==> src/rtl/mem_burst_adapter_pkg.sv <==
// Shared constants for the 512-bit block to 32-bit word-beat adapter.
// Holds block geometry, counter width and the FSM state encoding.
package mem_burst_adapter_pkg;

  localparam int BLOCK_WORDS = 16;
  localparam int BLOCK_W     = 512;
  localparam int OFFS_W      = 6;
  localparam int CNT_W       = 5;

  localparam logic [1:0] S_IDLE     = 2'd0;
  localparam logic [1:0] S_WR_BURST = 2'd1;
  localparam logic [1:0] S_RD_BURST = 2'd2;
  localparam logic [1:0] S_DONE     = 2'd3;

  // Bit offset of word idx inside a block.
  function automatic logic [8:0] word_lsb(input logic [3:0] idx);
    return {idx, 5'b0_0000};
  endfunction

endpackage

==> src/rtl/mem_burst_adapter_burst_counter.sv <==
// Beat counter 0..16 with terminal flag; holds at 16 so a burst never wraps.
// Latency: count visible the cycle after inc; no backpressure of its own.
module burst_counter
  import mem_burst_adapter_pkg::*;
(
  input  logic             clk,
  input  logic             rst,
  input  logic             clr,
  input  logic             inc,
  output logic [CNT_W-1:0] cnt,
  output logic             term
);

  assign term = (cnt == CNT_W'(BLOCK_WORDS));

  always_ff @(posedge clk or posedge rst) begin
    if (rst) begin
      cnt <= '0;
    end else if (clr) begin
      cnt <= '0;
    end else if (inc && !term) begin
      cnt <= cnt + 1'b1;
    end
  end

endmodule

==> src/rtl/mem_burst_adapter.sv <==
// Splits 64-byte block reads/writes into 16 ascending 32-bit bus beats.
// Latency: 17 (write) / 18 (read) cycles at full grant; stalls beat-by-beat on bus_gnt.
module mem_burst_adapter
  import mem_burst_adapter_pkg::*;
#(
  parameter int ADDR_W = 32
) (
  input  logic               clk,
  input  logic               rst,
  input  logic               mem_read,
  input  logic               mem_write,
  input  logic [ADDR_W-1:0]  mem_addr,
  input  logic [BLOCK_W-1:0] mem_write_data,
  output logic [BLOCK_W-1:0] mem_read_data,
  output logic               mem_ready,
  output logic               bus_req,
  output logic               bus_we,
  output logic [ADDR_W-1:0]  bus_addr,
  output logic [31:0]        bus_wdata,
  input  logic               bus_gnt,
  input  logic               bus_rvalid,
  input  logic [31:0]        bus_rdata,
  output logic               err
);

  logic [1:0]         state;
  logic [ADDR_W-1:0]  base;
  logic [ADDR_W-1:0]  base_aligned;
  logic [BLOCK_W-1:0] wbuf;
  logic [BLOCK_W-1:0] rbuf;
  logic [BLOCK_W-1:0] rbuf_next;
  logic [CNT_W-1:0]   iss_cnt;
  logic [CNT_W-1:0]   rsp_cnt;
  logic               iss_term;
  logic               rsp_term;
  logic               in_burst;
  logic               is_wr;
  logic               beat_acc;
  logic               rsp_acc;
  logic               err_set;

  assign base_aligned = mem_addr & ~ADDR_W'((2 ** OFFS_W) - 1);
  assign in_burst     = (state == S_WR_BURST) || (state == S_RD_BURST);
  assign is_wr        = (state == S_WR_BURST);

  assign bus_req   = in_burst && !iss_term;
  assign bus_we    = bus_req && is_wr;
  assign bus_addr  = bus_req ? base + ADDR_W'({iss_cnt[3:0], 2'b00}) : '0;
  assign bus_wdata = bus_we ? wbuf[word_lsb(iss_cnt[3:0]) +: 32] : '0;
  assign mem_ready = (state == S_DONE);

  assign beat_acc = bus_req && bus_gnt;
  // A response is only legal while a read beat is outstanding.
  assign rsp_acc  = bus_rvalid && (state == S_RD_BURST) && !rsp_term && (rsp_cnt < iss_cnt);

  assign err_set = ((mem_read || mem_write) && (state != S_IDLE)) ||
                   (mem_read && mem_write && (state == S_IDLE)) ||
                   (bus_rvalid && !rsp_acc);

  always_comb begin
    rbuf_next = rbuf;
    rbuf_next[word_lsb(rsp_cnt[3:0]) +: 32] = bus_rdata;
  end

  burst_counter u_iss_cnt (
    .clk  (clk),
    .rst  (rst),
    .clr  (!in_burst),
    .inc  (beat_acc),
    .cnt  (iss_cnt),
    .term (iss_term)
  );

  burst_counter u_rsp_cnt (
    .clk  (clk),
    .rst  (rst),
    .clr  (!in_burst),
    .inc  (rsp_acc),
    .cnt  (rsp_cnt),
    .term (rsp_term)
  );

  // Reads assemble in rbuf; mem_read_data only changes when the last word lands.
  always_ff @(posedge clk or posedge rst) begin
    if (rst) begin
      state         <= S_IDLE;
      base          <= '0;
      wbuf          <= '0;
      rbuf          <= '0;
      mem_read_data <= '0;
      err           <= 1'b0;
    end else begin
      if (err_set) begin
        err <= 1'b1;
      end
      case (state)
        S_IDLE: begin
          if (mem_write) begin
            base  <= base_aligned;
            wbuf  <= mem_write_data;
            state <= S_WR_BURST;
          end else if (mem_read) begin
            base  <= base_aligned;
            state <= S_RD_BURST;
          end
        end
        S_WR_BURST: begin
          if (beat_acc && (iss_cnt == CNT_W'(BLOCK_WORDS - 1))) begin
            state <= S_DONE;
          end
        end
        S_RD_BURST: begin
          if (rsp_acc) begin
            rbuf <= rbuf_next;
            if (rsp_cnt == CNT_W'(BLOCK_WORDS - 1)) begin
              mem_read_data <= rbuf_next;
              state         <= S_DONE;
            end
          end
        end
        S_DONE: begin
          state <= S_IDLE;
        end
      endcase
    end
  end

endmodule

==> config.mk <==
export PLATFORM = sky130hd
export DESIGN_NAME = mem_burst_adapter
export DESIGN_NICKNAME = d
export VERILOG_FILES = /design/src/rtl/mem_burst_adapter_pkg.sv /design/src/rtl/mem_burst_adapter_burst_counter.sv /design/src/rtl/mem_burst_adapter.sv
export SDC_FILE = /design/constraint.sdc
export NUM_CORES = 2
export LEC_CHECK = 0
export ABC_AREA = 1
export BUFFER_PORTS_ARGS = -buffer_cell sky130_fd_sc_hd__buf_2
export CORE_AREA = 2 2 459 461
export CTS_BUF_LIST = sky130_fd_sc_hd__clkbuf_8
export DETAILED_ROUTE_END_ITERATION = 10
export DIE_AREA = 0 0 461 463
export HOLD_SLACK_MARGIN = 0.02
export PLACE_DENSITY = 0.57
export SETUP_SLACK_MARGIN = 0.4
export SLEW_MARGIN = 20
export SYNTH_ARGS = -nofsm -noshare
export SYNTH_HDL_FRONTEND = slang
export SYNTH_SLANG_ARGS = --single-unit
==> constraint.sdc <==
create_clock -name clk -period 174 [get_ports clk]
set_input_delay 34.8 -clock clk [delete_from_list [all_inputs] [get_ports clk]]
set_output_delay 34.8 -clock clk [all_outputs]
set_load 0.01 [all_outputs]
# Word level (Yosys, flattened, before mapping)
# Index checks and enable logic that the tools add are counted.
classes:
  n_addsub: 4
  magnitude_cmp: 1
  n_eq_ne: 13
  shift: 3
  n_mux: 15
  n_reduce_logical: 28
ops:
  columns: ["cell", "n"]
  rows:
  - ["$bwmux W512", 1]
  - ["$shift A32 B11 Y512 const A", 1]
  - ["$shiftx A32 B11 Y512", 1]
  - ["$shiftx A512 B10 Y32", 1]
  - ["$mux W32", 4]
  - ["$add A32 B6 Y32", 1]
  - ["$mux W5", 4]
  - ["$logic_and A1 B1 Y1", 13]
  - ["$neg A9 Y11", 1]
  - ["$add A5 B1 Y5 const B", 2]
  - ["$eq A5 B4 Y1 const B", 2]
  - ["$eq A5 B5 Y1 const B", 2]
  - ["$mux W2", 5]
  - ["$ne A2 B1 Y1 const B", 4]
  - ["$pmux W2 S4", 1]
  - ["$reduce_and A2 Y1", 3]
  - ["$lt A5 B5 Y1", 1]
  - ["$eq A2 B2 Y1 const B", 2]
  - ["$logic_or A1 B1 Y1", 4]
  - ["$reduce_and A4 Y1", 1]
  - ["$reduce_bool A2 Y1", 2]
  - ["$logic_not A1 Y1", 3]
  - ["$ne A3 B3 Y1 const B", 1]
  - ["$reduce_and A3 Y1", 1]
  - ["3 further kinds", 3]
totals:
  register_bits: 1581
  output_inout_bits: 580
  elab_cells: 72

# Longest topological paths before layout
logic_depth:
  word_depth: 7
  mapped_depth: 17

# Modules after synthesis
# A second synthesis with hierarchy kept.
unflattened:
  hier_cells: 9205
  area_unflattened_um2: 73606.8
modules_own_cells:
  columns: ["module", "instances", "cells_each", "area_per_inst_um2", "seq_area_each_um2"]
  rows:
  - ["mem_burst_adapter", 1, 9123, 72926.2, 39162.6]
  - ["burst_counter", 2, 41, 340.3, 125.1]

# Worst setup path before layout
# Ideal clock, no wire load.
synth_path:
  path_type: "register to output"
  startpoint: "register u_iss_cnt.cnt[0]"
  endpoint: "output bus_wdata[22]"
  arrival_time_ns: 2.229
  setup_slack_ns: 136.971
  path_stages_with_launch: 14
  cell_sequence: "dfrtp_1 buf_2 inv_1 clkbuf_1 clkbuf_1 ha_1 nand2_1 inv_1 nand2_1 nand2_1 nor2_1 clkbuf_1 nand2_1 nor2_1"
synth_between:
  elab_chain_len: 5
  word_cells_on_any_way: 6
synth_lines:
  columns: ["element", "line", "source"]
  rows:
  - ["start: declaration", "mem_burst_adapter_burst_counter.sv:10", "output logic [CNT_W-1:0] cnt,"]
  - ["start signal: assignment", "mem_burst_adapter_burst_counter.sv:22", "cnt <= cnt + 1'b1;"]
  - ["$eq A5 B5 Y1", "mem_burst_adapter_burst_counter.sv:14", "assign term = (cnt == CNT_W'(BLOCK_WORDS));"]
  - ["$logic_not A1 Y1", "mem_burst_adapter.sv:46", "assign bus_req = in_burst && !iss_term;"]
  - ["$logic_and A1 B1 Y1", "mem_burst_adapter.sv:46", null]
  - ["$logic_and A1 B1 Y1", "mem_burst_adapter.sv:47", "assign bus_we = bus_req && is_wr;"]
  - ["named net bus_we", "mem_burst_adapter.sv:17", "output logic bus_we,"]
  - ["$mux W32", "mem_burst_adapter.sv:49", "assign bus_wdata = bus_we ? wbuf[word_lsb(iss_cnt[3:0]) +: 32] : '0;"]
  - ["end: declaration", "mem_burst_adapter.sv:19", "output logic [31:0] bus_wdata,"]
# The timed path passes the listed nets, and every way through them passes these cells.

# Worst setup path in the final report
layout_path:
  startpoint: "register u_iss_cnt.cnt[0]"
  endpoint: "output bus_wdata[11]"
layout_between:
  elab_chain_len: 5
  word_cells_on_any_way: 6
layout_lines:
  columns: ["element", "line"]
  rows:
  - ["parallel branches: the longest is 4 deep, another holds $shiftx A512 B10 Y32", null]
  - ["$mux W32 *", "mem_burst_adapter.sv:49"]
# Mark *: on every way between the ends.

==> flow_metrics.env <==
export IMPL_nets=10190
export IMPL_status="finished, final reports clean"
export IMPL_drt_pass1_iter_count=6
export IMPL_crit_family="buffers and inverters"
export IMPL_r2r_setup_slack_ps=167410
export IMPL_path_max_fanout=108
export IMPL_cpPeakStageDelay_ps=960
export IMPL_grt_first_pass_wirelength_mm=424.0
export IMPL_relSlewSlack_pct=20.28
export IMPL_drc=0
export IMPL_final_antenna_net_count=0
export IMPL_p_int_uw=760.8
export IMPL_ys_async_sr_fraction_pct=100.0
export IMPL_startpoint="u_iss_cnt.cnt[0]"
export IMPL_io_pins=1162
export IMPL_syn_area_per_cell_sq_um=8.395
export IMPL_fillers=21060
export IMPL_setup_ws_ps=134380
export IMPL_startpoint_type="register"
export IMPL_combPwrFrac_pct=27.4
export IMPL_synth_flop_cell="dfrtp_1"
export IMPL_ys_seq_area_share_pct=54.47
export IMPL_setup_viol_count_final=0
export IMPL_dp_cells=12100
export IMPL_core_area_sq_mm=0.2085
export IMPL_layoutNonFillerInstCount=12650
export IMPL_pre_cts_ws_ps=133890
export IMPL_die_area_sq_mm=0.2134
export IMPL_period_minus_slack_ps=39620
export IMPL_clkPwrFrac_pct=31.1
export IMPL_cts_reportedPaths_clkPinSlew_ps=70
export IMPL_grt_pass1_vias=62450
export IMPL_holdPathStages=2
export IMPL_placed_cell_area_sq_mm=0.08000
export IMPL_critPathBufInv=3
export IMPL_die_x_microns=461
export IMPL_gr_total_overflow=0
export IMPL_netlist_area_sq_mm=0.07236
export IMPL_hold_path_class="reg2reg"
export IMPL_tightestPinTransition_ps=1196
export IMPL_p_sw_uw=408.5
export IMPL_rsz0062_at_grt="no"
export IMPL_cp_required_ps=139200
export IMPL_cts_resized=0
export IMPL_p_per_area_mw_per_mm2=13.59
export IMPL_synth_seq_cells=1575
export IMPL_yosysTopAreaCell="dfrtp_1"
export IMPL_yosys_top_cells_area="dfrtp_1 54%, nand2_1 15%, nand3_1 8.2%"
export IMPL_postCtsSetupRepairBufs=0
export IMPL_crit_path_end_kind="output port"
export IMPL_die_y_microns=463
export IMPL_synth_common_cells="2855 x nand2_1, 1575 x dfrtp_1, 1187 x nand3_1, 674 x inv_1, 493 x o21ai_0"
export IMPL_multiInputGateArea_sq_mm=0.02793
export IMPL_cts_num_sinks=1575
export IMPL_fin_skew_ps=101.2
export IMPL_final_max_slew_violation_count=0
export IMPL_cp_common_cell="nor2_1"
export IMPL_yosysMostFrequentCell="nand2_1"
export IMPL_rows=168
export IMPL_setup_tns_ps=0
export IMPL_synth_top_area_share_pct=54.47
export IMPL_r2r_start="u_iss_cnt.cnt[1]"
export IMPL_cap_violations=0
export IMPL_numCtsBuffers=300
export IMPL_yosys_cell_types_count=29
export IMPL_cts_tree="built"
export IMPL_reg2reg_to="mem_read_data[496]"
export IMPL_synthToLayoutAreaGrowth_pct=18.91
export IMPL_max_freq_mhz=25.24
export IMPL_critPathSlowestCell="o211ai_1"
export IMPL_io_buffers=1153
export IMPL_yosysWarnings=0
export IMPL_vias=64500
export IMPL_min_from="mem_read_data[170]"
export IMPL_cts_max_path_buffers=4
export IMPL_post_route_period_util_pct=22.77
export IMPL_cts_root_buf="clkbuf_8"
export IMPL_cts_hold_buf=0
export IMPL_initial_core_util_pct=34.70
export IMPL_r2r_cells=14
export IMPL_arrival_ps=4820
export IMPL_place_congestion=0.8959
export IMPL_hold_end="mem_read_data[170]"
export IMPL_via_per_inst=5.100
export IMPL_track_usage_pct=26.86
export IMPL_worstSetupPathType="reg2out"
export IMPL_power_leakage_nw=46.60
export IMPL_worstPathCellList="inv_8 -> buf_12 -> nor2_1 -> o211ai_1 -> nand3_1 -> nor2_1 -> buf_2"
export IMPL_fin_area_sq_mm=0.08605
export IMPL_drtIter0Drc=5814
export IMPL_hold_viol_final=0
export IMPL_p_seq_share_pct=41.5
export IMPL_seq_area_sq_mm=0.03942
export IMPL_grt_start_max_net_pins=214
export IMPL_syn_inst=8620
export IMPL_antenna_found_initial=95
export IMPL_htree_levels=5
export IMPL_final_layout_size_suffix_gt1_share_pct=21.41
export IMPL_sw_frac_of_total_pct=34.93
export IMPL_synth_edf_count=0
export IMPL_dp_hpwl_mm=203.0
export IMPL_insertion_delay_ps=1070
export IMPL_utilization_pct=41.27
export IMPL_max_vdd_ir_drop_mv=0.008493
export IMPL_post_drt_wl_per_cell_microns=23.21
export IMPL_wl_mm=293.5
-- how the worst max path moves through the flow --
stage                              end  slack, ps  cells past startpoint
floorplan                     base[10]      94760                      1
global placement    mem_read_data[204]     133930                      7
detailed placement  mem_read_data[351]     133890                      7
CTS                      bus_wdata[23]     134110                     12
global route             bus_wdata[23]     134110                     12
finish                   bus_wdata[11]     134380                      7
-- tightest hold or removal path, cell delays in order (launching register included) --
cell,delay [ps]
dfrtp_1,330
nand2_1,50
nand2_1,50
-- sequential cells by signal, summed over array words and instances (netlist names) --
signal         flops
u_rsp_cnt.cnt      5
rbuf             512
u_iss_cnt.cnt      5
mem_read_data    512
state              2
err                1
wbuf             512
base              26
-- placed cells by master (no fill, tap or decap), drive strengths merged, types with 56 or more instances in the layout --
master	n
a21oi	259
buf	1250
clkbuf	373
dfrtp	1575
diode	56
inv	768
mux2	398
nand2	2861
nand3	1188
nor2	350
o21ai	605
-- layout make-up --
| cell class | count | share of cell area [%] |
|---|---|---|
| Sequential cell | 1575 | 45.81 |
| Tap cell | 2805 | 4.079 |
| Multi-Input combinational cell | 5790 | 32.46 |
| Inverter | 678 | 3.000 |
| Antenna cell | 56 | 0.1629 |
| Clock buffer | 373 | 5.966 |
| Clock inverter | 120 | 0.7794 |
| Timing Repair Buffer | 1250 | 7.737 |
-- through the flow --
stage,hold WS (ps),power (mW)
finish,470.8,1.169
global route,489.3,1.234
CTS,476.2,1.181
detailed placement,460.1,0.8149
global placement,459.9,0.8049
floorplan,449.1,0.6997
-- metal layers --
layer	part of all wire, %	GRT usage (%)
met5	0.12	0
met4	6.7	16.77
met3	8.1	6.784
met2	47	43.45
met1	38	31.87
-- power groups by stage --
stage	logic, mW	clock network (mW)	registers (mW)
2_1_floorplan	0.217	0	0.483
3_3_place_gp	0.318	0	0.487
3_5_place_dp	0.325	0	0.490
4_1_cts	0.326	0.371	0.484
5_1_grt	0.354	0.388	0.493
6_report	0.321	0.363	0.485
-- cells by family (layout without fill, tap and decap cells) --
family          after synthesis  in the layout  synth area share, %
compound gates              900            900                6.344
xor+xnor                      1              1              0.01211
fa+ha+maj                    17             17               0.2939
buf+inv                    1256           2421                7.132
flops                      1575           1575                54.47
mux                         398            398                6.194
other cells                   1             58             0.005182
simple gates               4472           4472                25.55
(Power assumes the default switching activity.)
